### src/rtl/seg_scan_mux.sv
// seg_scan_mux: scans a multi-nibble value one digit at a time onto a
// downstream 7-segment hex decoder. It drives active-low digit anodes that
// are aligned with the decoder's registered segment output, updates the
// displayed value only at frame boundaries, and can blank leading zeros.
module seg_scan_mux #(
    parameter int unsigned NUM_DIGITS  = 8,
    parameter int unsigned REFRESH_DIV = 4
) (
    input  logic                      slowClk,
    input  logic                      reset,
    input  logic [4*NUM_DIGITS-1:0]   value_in,
    input  logic                      load,
    input  logic                      blank_lz,
    output logic [3:0]                reg_hex,
    output logic [NUM_DIGITS-1:0]     anode,
    output logic [2:0]                digit_idx,
    output logic                      frame_done
);

    localparam int unsigned VAL_W = 4 * NUM_DIGITS;
    localparam int unsigned CNT_W = (REFRESH_DIV > 1) ? $clog2(REFRESH_DIV) : 1;
    localparam logic [CNT_W-1:0] CNT_LAST = CNT_W'(REFRESH_DIV - 1);
    localparam logic [2:0]       IDX_LAST = 3'(NUM_DIGITS - 1);

    logic [CNT_W-1:0]      cnt;
    logic [2:0]            idx;
    logic [VAL_W-1:0]      display;
    logic [VAL_W-1:0]      shadow;
    logic                  pending;
    logic                  lit_q;

    logic                  tick_c;
    logic                  frame_end_c;
    logic [3:0]            nibble_c;
    logic                  blank_c;
    logic [NUM_DIGITS-1:0] zero_from_c;
    logic [NUM_DIGITS-1:0] anode_c;

    // Hold-period tick and end-of-frame detection
    always_comb begin
        tick_c      = (cnt == CNT_LAST);
        frame_end_c = tick_c && (idx == IDX_LAST);
    end

    // zero_from_c[k]: nibbles k..NUM_DIGITS-1 of the display are all zero
    for (genvar g = 0; g < NUM_DIGITS; g++) begin : g_zero_from
        assign zero_from_c[g] = ~|display[VAL_W-1:4*g];
    end

    // Select the current digit's nibble and decide whether it is blanked
    always_comb begin
        nibble_c = 4'h0;
        blank_c  = 1'b0;
        for (int k = 0; k < NUM_DIGITS; k++) begin
            if (idx == 3'(k)) begin
                nibble_c = display[4*k +: 4];
                blank_c  = blank_lz && (k != 0) && zero_from_c[k];
            end
        end
    end

    // Anode pattern for the digit presented on reg_hex last cycle
    always_comb begin
        anode_c = '1;
        if (lit_q) begin
            for (int k = 0; k < NUM_DIGITS; k++) begin
                if (digit_idx == 3'(k)) begin
                    anode_c[k] = 1'b0;
                end
            end
        end
    end

    // Prescaler and digit index
    always_ff @(posedge slowClk or posedge reset) begin
        if (reset) begin
            cnt <= '0;
            idx <= 3'd0;
        end else begin
            cnt <= tick_c ? '0 : cnt + CNT_W'(1);
            if (tick_c) begin
                idx <= (idx == IDX_LAST) ? 3'd0 : idx + 3'd1;
            end
        end
    end

    // Shadow capture and tear-free display update at frame end
    always_ff @(posedge slowClk or posedge reset) begin
        if (reset) begin
            display <= '0;
            shadow  <= '0;
            pending <= 1'b0;
        end else if (load && frame_end_c) begin
            display <= value_in;
            pending <= 1'b0;
        end else if (load) begin
            shadow  <= value_in;
            pending <= 1'b1;
        end else if (frame_end_c && pending) begin
            display <= shadow;
            pending <= 1'b0;
        end
    end

    // Output pipeline: nibble/index/blank stage, then anode stage
    always_ff @(posedge slowClk or posedge reset) begin
        if (reset) begin
            reg_hex    <= 4'h0;
            digit_idx  <= 3'd0;
            lit_q      <= 1'b0;
            anode      <= '1;
            frame_done <= 1'b0;
        end else begin
            reg_hex    <= nibble_c;
            digit_idx  <= idx;
            lit_q      <= ~blank_c;
            anode      <= anode_c;
            frame_done <= frame_end_c;
        end
    end

endmodule

### config.mk
export PLATFORM = sky130hd
export DESIGN_NAME = seg_scan_mux
export DESIGN_NICKNAME = d
export VERILOG_FILES = /design/src/rtl/seg_scan_mux.sv
export SDC_FILE = /design/constraint.sdc
export NUM_CORES = 1
export LEC_CHECK = 0
export CAP_MARGIN = 30
export CORE_ASPECT_RATIO = 1.4
export CORE_MARGIN = 4
export CORE_UTILIZATION = 50
export CTS_CLUSTER_DIAMETER = 80
export DETAILED_ROUTE_END_ITERATION = 7
export PLACE_DENSITY = 0.73
export SYNTH_ARGS = -nofsm -noshare
export SYNTH_HDL_FRONTEND = slang
export SYNTH_SLANG_ARGS = --single-unit
### constraint.sdc
create_clock -name slowClk -period 5.2 [get_ports slowClk]
set_input_delay 1.04 -clock slowClk [delete_from_list [all_inputs] [get_ports slowClk]]
set_output_delay 1.04 -clock slowClk [all_outputs]
set_load 0.1 [all_outputs]
==> out/results.ini, run 1 <==
[status]
status = finished, final reports clean

[setup_path]
crit_fanout = 1
rr_endpoint = shadow[26]
cp.required_ns = 4.16
r2r_slack_ns = 2.74
path_class = register to output pin
slowest_delay_ns = 1.13
arrival_ns = 1.98
cpLargestDelayFamily = buffers and inverters
crit_buf_inv = 1
crit_path_cell_trace = clkdlybuf4s50_1
reg2reg_depth = 5
cp-start-kind = register
reg2reg_from = idx[0]
cp-end-kind = output pin
cp-startpoint = anode[2]
critical_path.slowest_cell = clkdlybuf4s50_1

[clock_tree]
cts_hold_buffers = 0
cts.htree.levels = 3
clk_pin_slew_ns = 0.06
clock_latency_ns = 0.33
cts_tree = yes
cts_buffers = 9
cts-root-buf = clkbuf_16
cts_sinks = 87
cts_setup_buffers = 0
ctsResizeCount = 0
max-clock-path-buffers = 2

[sta]
finalHoldViolations = 0
max_slew_margin = 0.3332
finalCritPeriodShare = 0.5808
fmax_mhz = 331.1
tns_ns = 0
rsz0062_at_grt = no
max_slew.worst_pin.slew_ns = 1.000
clock_skew_ns = 0.006953
min_period_ns = 3.020
slew_violations = 0
finalSetupViolCount = 0

[final_layout]
area_growth_pct = 19.63
final_cell_mix = dfrtp_1, clkdlybuf4s50_1, nand2_1, a21oi_1, o21ai_0
final_cells = 526
drive_above_1_share = 0.1509
final_common_cell = dfrtp_1
nets = 462
n_fill_cell = 649
diodes = 0

[pwr]
p_per_area_mw_per_mm2 = 317.8
p_int_uw = 1213
seq_power_share = 0.482
p_leak_uw = 0.002253
switchingPower_uw = 376.3
pwr-share-clk = 0.400
power_frac_comb = 0.118
netSwitchingFraction = 0.2367
vdd_drop_max_mv = 0.2171

[synth]
yosysSeqAreaShare = 0.5230
netlist_instances = 381
synth_top_area_share = 0.4728
synth_area_per_cell_um2 = 10.98
netlist_top_cells_area = dfrtp_1, mux2_4, and3b_1
ys.warnings.count = 0
synth_nets = 424
netlist_area_mm2 = 0.004182
ys_types = 36
synth_top_cell_by_area = dfrtp_1
ys_seq_elements = 87

[placement]
io_buffers = 51
place_inst = 510
gp_congestion = 0.9060
dp_hpwl_um = 5511

[global_routing]
overflow = 0
grt_util_all_layers = 0.1783
antenna_found_initial = 0
grt_pass1_wl_um = 13890
grt_pass1_vias = 2880
grt_start_max_net_pins = 47

[worst_hold_path]
min_from = cnt[0]
min_path_type = register to register
min_to = cnt[0]
holdPathStages = 1

[route]
route.detailed.drc = 0
met3WireLength_um = 319
first_pass_iters = 4
drt_iter0_drc = 148
vias_per_cell = 5.504
via_count = 2895
wl_um = 8184
ant_nets = 0
wl_met2_um = 4070
met1Wirelength_um = 3558
wl_per_cell_um = 15.56
top_layer_used = met4

[die]
ioPinCount = 52
core-area_mm2 = 0.008149
placementRows = 39
die_y_um = 116.2
die_w_um = 85.29
die_area_mm2 = 0.009911
start_util = 0.5131

[job]
maxCapViolations = 0

-- Yosys cell counts (all sizes together) --
master    n
nor4      5
dfstp     8
a211oi    4
nand2    44
o21ai    36
clkbuf   13
or4       1
nor2      8
o2111ai   1
nor3b     4
dfrtp    79
a22oi     5
mux2i     1
nand4     1
mux2     32
nor3      5
and3b    27
nand3b    5
a21oi    39
o22ai     4
and3      1
or2       1
buf      14
ha        7
and2      1
a31oi     6
nor2b    18
o211ai    1
nand3     5
inv       5
-- stage by stage --
step	total power, uW	hold WS (ns)	util	setup WS, ns	instance area (um^2)
after floorplan	902.1	0.3781	-	1.923	4182
after global placement	960.4	0.4129	0.5752	2.443	4687
after detailed placement	966.3	0.4201	0.5770	2.524	4702
after CTS	1607	0.4282	0.6138	2.153	5002
after global routing	1664	0.4607	0.6138	2.148	5002
final	1590	0.4240	0.6138	2.180	5002
-- flip-flops by register name (all words and copies together), names as in the netlist, 2 cells and up --
name	flops
anode	8
display	32
cnt	2
reg_hex	4
idx	3
digit_idx	3
shadow	32
-- layout make-up --
cell class / instances / area (um^2) / share of cell area
multi-input cells: 262 / 1832 / 0.3662
inverters: 5 / 20.02 / 0.004002
clock inverters: 5 / 57.56 / 0.01151
repair buffers: 54 / 535.5 / 0.1071
flip-flops and latches: 87 / 2187 / 0.4372
clock buffers: 11 / 242.7 / 0.04852
well taps: 102 / 127.6 / 0.02551
-- how the worst max path moves through the flow --
stage,to,slack (ns),cells past startpoint
after floorplan,cnt[0],1.92,1
after global placement,display[6],2.44,5
after detailed placement,anode[2],2.52,1
after CTS,anode[2],2.15,1
after global routing,anode[0],2.15,1
final,anode[2],2.18,1
-- metal layers --
metal	track usage	vias to the layer above
li1	-	1419
met1	0.2244	1408
met2	0.2977	54
met3	0.02329	14
met4	0.09926	0
met5	0	-
-- cell families (layout without fill, tap and decap cells) --
| family | count (synthesis) | in the layout | synth area share |
|---|---|---|---|
| buffers and inverters | 32 | 75 | 0.03979 |
| adder cells (fa/ha/maj) | 7 | 7 | 0.02094 |
| flip-flops | 87 | 87 | 0.5230 |
| AND/OR/NAND/NOR | 126 | 126 | 0.1759 |
| AO/OA/AOI/OAI | 96 | 96 | 0.1248 |
| multiplexers | 33 | 33 | 0.1155 |
-- power groups by stage --
stage / registers, uW / logic [uW] / clock network, uW
2_1_floorplan: 786 / 116 / 0
3_3_place_gp: 775 / 185 / 0
3_5_place_dp: 776 / 190 / 0
4_1_cts: 766 / 191 / 650
5_1_grt: 772 / 208 / 684
6_report: 766 / 188 / 636
Note: power is estimated with default switching activity, not from simulation.
==> run 2: changes to the inputs <==
--- a/config.mk
+++ b/config.mk
@@ -11,7 +11,7 @@
 export CORE_UTILIZATION = 50
 export CTS_CLUSTER_DIAMETER = 80
 export DETAILED_ROUTE_END_ITERATION = 7
-export PLACE_DENSITY = 0.73
+export PLACE_DENSITY = 0.76
 export SYNTH_ARGS = -nofsm -noshare
 export SYNTH_HDL_FRONTEND = slang
 export SYNTH_SLANG_ARGS = --single-unit
==> constraint.sdc (replaced) <==
create_clock -name slowClk -period 2.6 [get_ports slowClk]
set_input_delay 0.52 -clock slowClk [delete_from_list [all_inputs] [get_ports slowClk]]
set_output_delay 0.52 -clock slowClk [all_outputs]
set_load 0.1 [all_outputs]
==> run 2 against run 1 <==
Compared with the run above: sequential share of layout area shrank 0.087 points; clock skew is 0.00053 ns higher; wire length increased by 7.0%; critical path type is now register to register; largest cell class unchanged; clock power up 84%; global-route usage increased by 1.5 points; highest routed layer unchanged; sequential power up 100%; critical path depth grew 5; first-iteration DRC count up 8.8%; hold slack improved by 0.0061 ns; flip-flop and latch count stayed put; non-clock buffer count is 6 higher.
==> out/results.ini, run 2 (synthesis gave the netlist of run 1 again) <==
[setup_path]
path_class = register to register
cpLargestDelayFamily = compound AO/OA/AOI/OAI gates
cp-startpoint = idx[2]
crit_path_cell_trace = inv_1 -> ha_1 -> or2_2 -> a211oi_1 -> o22ai_1 -> a21oi_1
reg2reg_from = idx[2]
crit_fanout = 11  ; +10
critical_path.slowest_cell = dfrtp_1
arrival_ns = 2.26  ; +0.28 ns
slowest_delay_ns = 0.53  ; -0.60 ns
cp-end-kind = register
rr_endpoint = reg_hex[0]
r2r_slack_ns = 0.60  ; -2.14 ns
reg2reg_depth = 6  ; +1
cp.required_ns = 2.86  ; -1.30 ns
cp-start-kind = register
crit_buf_inv = 1  ; unchanged

[route]
wl_per_cell_um = 16.52  ; +6.2%
drt_iter0_drc = 161  ; +8.8%
wl_um = 8758  ; +7.0%
ant_nets = 0  ; unchanged
top_layer_used = met4
vias_per_cell = 5.521  ; +0.31%
route.detailed.drc = 0  ; unchanged
wl_met2_um = 4699  ; +15%
met1Wirelength_um = 3571  ; +0.37%
met3WireLength_um = 342  ; +7.2%
first_pass_iters = 4  ; unchanged
via_count = 2926  ; +1.1%

[sta]
finalSetupViolCount = 0  ; unchanged
finalCritPeriodShare = 0.7695
max_slew.worst_pin.slew_ns = 0.5706  ; -0.4295 ns
min_period_ns = 2.001
clock_skew_ns = 0.007480  ; +0.0005270 ns
finalHoldViolations = 0  ; unchanged
layout_setup_ws_ns = 0.5992  ; -1.581 ns
tns_ns = 0  ; unchanged
fmax_mhz = 499.8
max_slew_margin = 0.6196  ; +0.2864
rsz0062_at_grt = no
slew_violations = 0  ; unchanged

[global_routing]
antenna_found_initial = 0  ; unchanged
grt_start_max_net_pins = 40  ; -15%
grt_pass1_vias = 3065  ; +6.4%
grt_util_all_layers = 0.1929  ; +0.01461
overflow = 0  ; unchanged
grt_pass1_wl_um = 14860  ; +7.0%

[clock_tree]
cts_tree = yes
cts_sinks = 87  ; unchanged
cts_setup_buffers = 0  ; unchanged
ctsResizeCount = 0  ; unchanged
cts_buffers = 9  ; unchanged
max-clock-path-buffers = 2  ; unchanged
clock_latency_ns = 0.34  ; about the same
cts.htree.levels = 3  ; unchanged
cts_hold_buffers = 0  ; unchanged
clk_pin_slew_ns = 0.06  ; about the same
cts-root-buf = clkbuf_16

[worst_hold_path]
min_from = cnt[0]
min_path_type = register to register
min_to = cnt[0]
holdPathStages = 1  ; unchanged

[final_layout]
multi_input_area_mm2 = 0.001832  ; unchanged
drive_above_1_share = 0.1939  ; +0.04298
final_common_cell = dfrtp_1
area_growth_pct = 19.87
fin_util = 0.6151  ; +0.001229
diodes = 0  ; unchanged
seq_area_mm2 = 0.002187  ; unchanged
n_fill_cell = 675  ; +4.0%
nets = 468  ; +1.3%
final_cells = 530  ; +0.76%
final_cell_mix = dfrtp_1, nand2_1, a21oi_1, o21ai_0, clkdlybuf4s50_1
reg_top3 = display (32), shadow (32), anode (8)

[status]
status = finished, final reports clean

[placement]
io_buffers = 51  ; unchanged
dp_hpwl_um = 6149  ; +12%
place_inst = 516  ; +1.2%
gp_congestion = 0.8553  ; -5.6%
dp_slack_ns = 0.6043  ; -1.919 ns

[die]
die_area_mm2 = 0.009911  ; unchanged
start_util = 0.5131  ; unchanged
core-area_mm2 = 0.008149  ; unchanged
placementRows = 39  ; unchanged
die_y_um = 116.2  ; unchanged
die_w_um = 85.29  ; unchanged
ioPinCount = 52  ; unchanged

[pwr]
power_uw = 3090  ; +94%
p_per_area_mw_per_mm2 = 616.5  ; +94%
vdd_drop_max_mv = 0.4080  ; +88%
p_leak_uw = 0.002284  ; +1.4%

[job]
maxCapViolations = 0  ; unchanged

[run 2: cell type report]
cell class              instances  share of cell area
clock buffers                  13             0.05192
clock inverters                 1           0.0009985
inverters                       5            0.004493
multi-input cells             262              0.3655
flip-flops and latches         87              0.4363
well taps                     102             0.02546
repair buffers                 60              0.1153
[run 2: worst register-to-register path: cells and delay by family, from the launching register on]
| family | cells | cell delay (ns) |
|---|---|---|
| and+or+nand+nor | 1 | 0.33 |
| buffers and inverters | 1 | 0.19 |
| DFF | 1 | 0.53 |
| AOI/OAI and AO/OA | 3 | 0.56 |
| adders and majority gates | 1 | 0.30 |
[run 2: how the worst max path moves through the flow]
stage | endpoint | slack [ns] | cells after the start
2_1_floorplan | shadow[0] | 0.83 | 7
3_3_place_gp | shadow[25] | 0.64 | 6
3_5_place_dp | shadow[25] | 0.60 | 6
4_1_cts | shadow[25] | 0.60 | 6
5_1_grt | reg_hex[0] | 0.46 | 6
6_report | reg_hex[0] | 0.60 | 6
[run 2: routing by layer]
metal  vias to the layer above  track usage
met2                        56       0.3304
met3                        10      0.05293
met5                         -            0
met1                      1427       0.2295
met4                         0      0.07920
li1                       1433            -
[run 2: where the power goes]
part / total, uW / switching, uW / leakage, uW / internal, uW
registers: 1530 / 69.6 / 0.00102 / 1460
logic: 392 / 188 / 0.00113 / 204
clock network: 1170 / 481 / 0.000132 / 687
[run 2: stage by stage]
step,hold slack [ns],cell area (um^2)
after floorplan,0.3781,4185
after global placement,0.4156,4732
after detailed placement,0.4284,4747
after CTS,0.4322,5012
after global routing,0.4577,5012
final,0.4302,5012
==> run 3: changes to the inputs <==
==> constraint.sdc (replaced) <==
create_clock -name slowClk -period 1.7 [get_ports slowClk]
set_input_delay 0.34 -clock slowClk [delete_from_list [all_inputs] [get_ports slowClk]]
set_output_delay 0.34 -clock slowClk [all_outputs]
set_load 0.1 [all_outputs]
==> run 3 against run 2 <==
Compared with the run above: the flow now finishes with violations (setup timing); fmax is 16% higher; core utilization is 7.6 points higher; first-iteration DRC count is 27% higher; register-to-register slack worse by 0.62 ns; clock power is 66% higher; cell count is 5.1% higher; hold slack worse by 0.065 ns; via count is 6.8% higher; sequential power is 54% higher; wire length is 9.5% higher; clock skew is 0.0023 ns lower; critical path type unchanged; critical endpoint is now reg_hex[3]; largest cell class unchanged.
==> out/results.ini, run 3 (synthesis gave the netlist of run 1 again) <==
[final_layout]
area_growth_pct = 34.65
final_common_cell = dfrtp_1
postLayoutCellArea_mm2 = 0.005630  ; +12%
reg_top3 = display (32), shadow (32), anode (8)
drive_above_1_share = 0.2725  ; +0.07860
n_fill_cell = 545  ; -19%
final_cell_mix = dfrtp_1, nand2_1, a21oi_1, clkdlybuf4s50_1, o21ai_0
diodes = 0  ; unchanged
final_cells = 557  ; +5.1%
nets = 493  ; +5.3%

[setup_path]
cpLargestDelayFamily = compound AO/OA/AOI/OAI gates
critical_path.slowest_cell = dfrtp_1
cp_num_cells = 8  ; +2
cp-end-kind = register
crit_path_cell_trace = buf_6 -> clkinvlp_4 -> ha_4 -> buf_4 -> nor2b_1 -> a211oi_2 -> o22ai_2 -> a21oi_1
crit_fanout = 8  ; -3
reg2reg_from = idx[0]
cp-startpoint = idx[0]
arrival_ns = 1.99  ; -0.27 ns
cp.required_ns = 1.96  ; -0.90 ns
path_class = register to register
cp-start-kind = register
rr_endpoint = reg_hex[3]
slowest_delay_ns = 0.37  ; -0.16 ns
timing.critical_path.to = reg_hex[3]
reg2reg_depth = 8  ; +2
r2r_slack_ns = -0.02  ; -0.62 ns
crit_buf_inv = 3  ; +2

[pwr]
netSwitchingFraction = 0.2369  ; -0.002224
p_int_uw = 3779  ; +61%
p_leak_uw = 0.002554  ; +12%
switchingPower_uw = 1173  ; +59%
vdd_drop_max_mv = 0.6624  ; +62%
power_uw = 4952  ; +60%
pwr-share-clk = 0.391  ; +0.013
seq_power_share = 0.475  ; -0.020
p_per_area_mw_per_mm2 = 879.5  ; +43%
power_frac_comb = 0.133  ; +0.006

[global_routing]
antenna_found_initial = 0  ; unchanged
grt_pass1_wl_um = 14940  ; +0.56%
grt_start_max_net_pins = 40  ; unchanged
grt_pass1_vias = 3120  ; +1.8%
overflow = 0  ; unchanged
grt_util_all_layers = 0.1956  ; +0.002696

[sta]
max_slew_margin = 0.6686  ; +0.04898
slew_violations = 0  ; unchanged
layout_setup_ws_ns = -0.02324  ; -0.6224 ns
finalCritPeriodShare = 1.014  ; +0.2441
min_period_ns = 1.723  ; -0.2776 ns
clock_skew_ns = 0.005167  ; -0.002313 ns
finalSetupViolCount = 1  ; +1
finalHoldViolations = 0  ; unchanged
fmax_mhz = 580.3  ; +16%
rsz0062_at_grt = yes
max_slew.worst_pin.slew_ns = 0.4972  ; -0.07347 ns
tns_ns = -0.02324  ; -0.02324 ns

[clock_tree]
cts_sinks = 87  ; unchanged
cts_tree = yes
clock_latency_ns = 0.34  ; about the same
clk_pin_slew_ns = 0.06  ; about the same
cts_hold_buffers = 0  ; unchanged
cts-root-buf = clkbuf_16
cts.htree.levels = 3  ; unchanged
cts_buffers = 9  ; unchanged
max-clock-path-buffers = 2  ; unchanged

[die]
start_util = 0.5131  ; unchanged
die_w_um = 85.29  ; unchanged
die_y_um = 116.2  ; unchanged
core-area_mm2 = 0.008149  ; unchanged
placementRows = 39  ; unchanged
die_area_mm2 = 0.009911  ; unchanged
ioPinCount = 52  ; unchanged

[route]
vias_per_cell = 5.610  ; +1.6%
wl_per_cell_um = 17.22  ; +4.2%
route.detailed.drc = 0  ; unchanged
first_pass_iters = 4  ; unchanged
ant_nets = 0  ; unchanged
wl_um = 9593  ; +9.5%
drt_iter0_drc = 204  ; +27%
via_count = 3125  ; +6.8%

[status]
status = complete, but fails checks
failed_checks = setup timing

[worst_hold_path]
min_from = load
min_path_type = input pin to register

[placement]
placed_area_mm2 = 0.005099  ; +7.4%
place_inst = 534  ; +3.5%
gp_congestion = 0.8615  ; +0.72%
dp_hpwl_um = 6411  ; +4.3%
io_buffers = 51  ; unchanged

[job]
maxCapViolations = 0  ; unchanged

run 3: worst min-delay path by stage:
stage | to | slack (ns) | depth (start not counted)
CTS | pending | 0.36 | 3
global placement | digit_idx[2] | 0.39 | 0
finish | pending | 0.37 | 3
detailed placement | digit_idx[2] | 0.39 | 0
floorplan | digit_idx[2] | 0.38 | 0
global route | pending | 0.37 | 3
run 3: final cells by class:
cell class,count,area [um^2],area share
Tap cell,102,127.6,0.02267
Multi-Input combinational cell,262,1952,0.3467
Timing Repair Buffer,85,1050,0.1864
Sequential cell,87,2187,0.3884
Inverter,5,26.28,0.004667
Clock buffer,15,257.7,0.04578
Clock inverter,1,30.03,0.005333
run 3: timing repair:
item                                   4_1_cts  5_1_grt
endpoints found under the hold margin        0        0
gates resized for setup                      6       26
gates cloned                                 0        3
pin swaps                                    0        9
setup endpoints to repair                   16       38
setup buffers                                0        4
run 3: stage by stage:
step	hold slack (ns)	util	setup WS, ns
after CTS	0.3602	0.6636	-0.004506
after floorplan	0.3832	-	-0.01502
after global placement	0.3947	0.6257	-0.007164
final	0.3656	0.6909	-0.02324
after global routing	0.3718	0.6909	-0.1003
after detailed placement	0.3917	0.6257	-0.06041
run 3: per-layer routing:
| layer | routed length, um | up-vias | GRT usage |
|---|---|---|---|
| li1 | - | 1485 | - |
| met5 | 0 | - | 0 |
| met4 | 256 | 0 | 0.08976 |
| met1 | 3799 | 1555 | 0.2269 |
| met2 | 5153 | 67 | 0.3475 |
| met3 | 383 | 18 | 0.03952 |
run 3: worst reg2reg max path, cell delays in order, from the launching register on:
cell	delay, ns
dfrtp_1	0.37
buf_6	0.13
clkinvlp_4	0.14
ha_4	0.22
buf_4	0.17
nor2b_1	0.14
a211oi_2	0.24
o22ai_2	0.11
a21oi_1	0.16
run 3: power by group through the flow:
| stage | Clock (uW) | Sequential [uW] | Combinational, uW |
|---|---|---|---|
| after floorplan | 0 | 2410 | 359 |
| after global placement | 0 | 2380 | 611 |
| final | 1940 | 2350 | 660 |
| after CTS | 1960 | 2350 | 634 |
| after detailed placement | 0 | 2380 | 630 |
| after global routing | 2050 | 2370 | 723 |
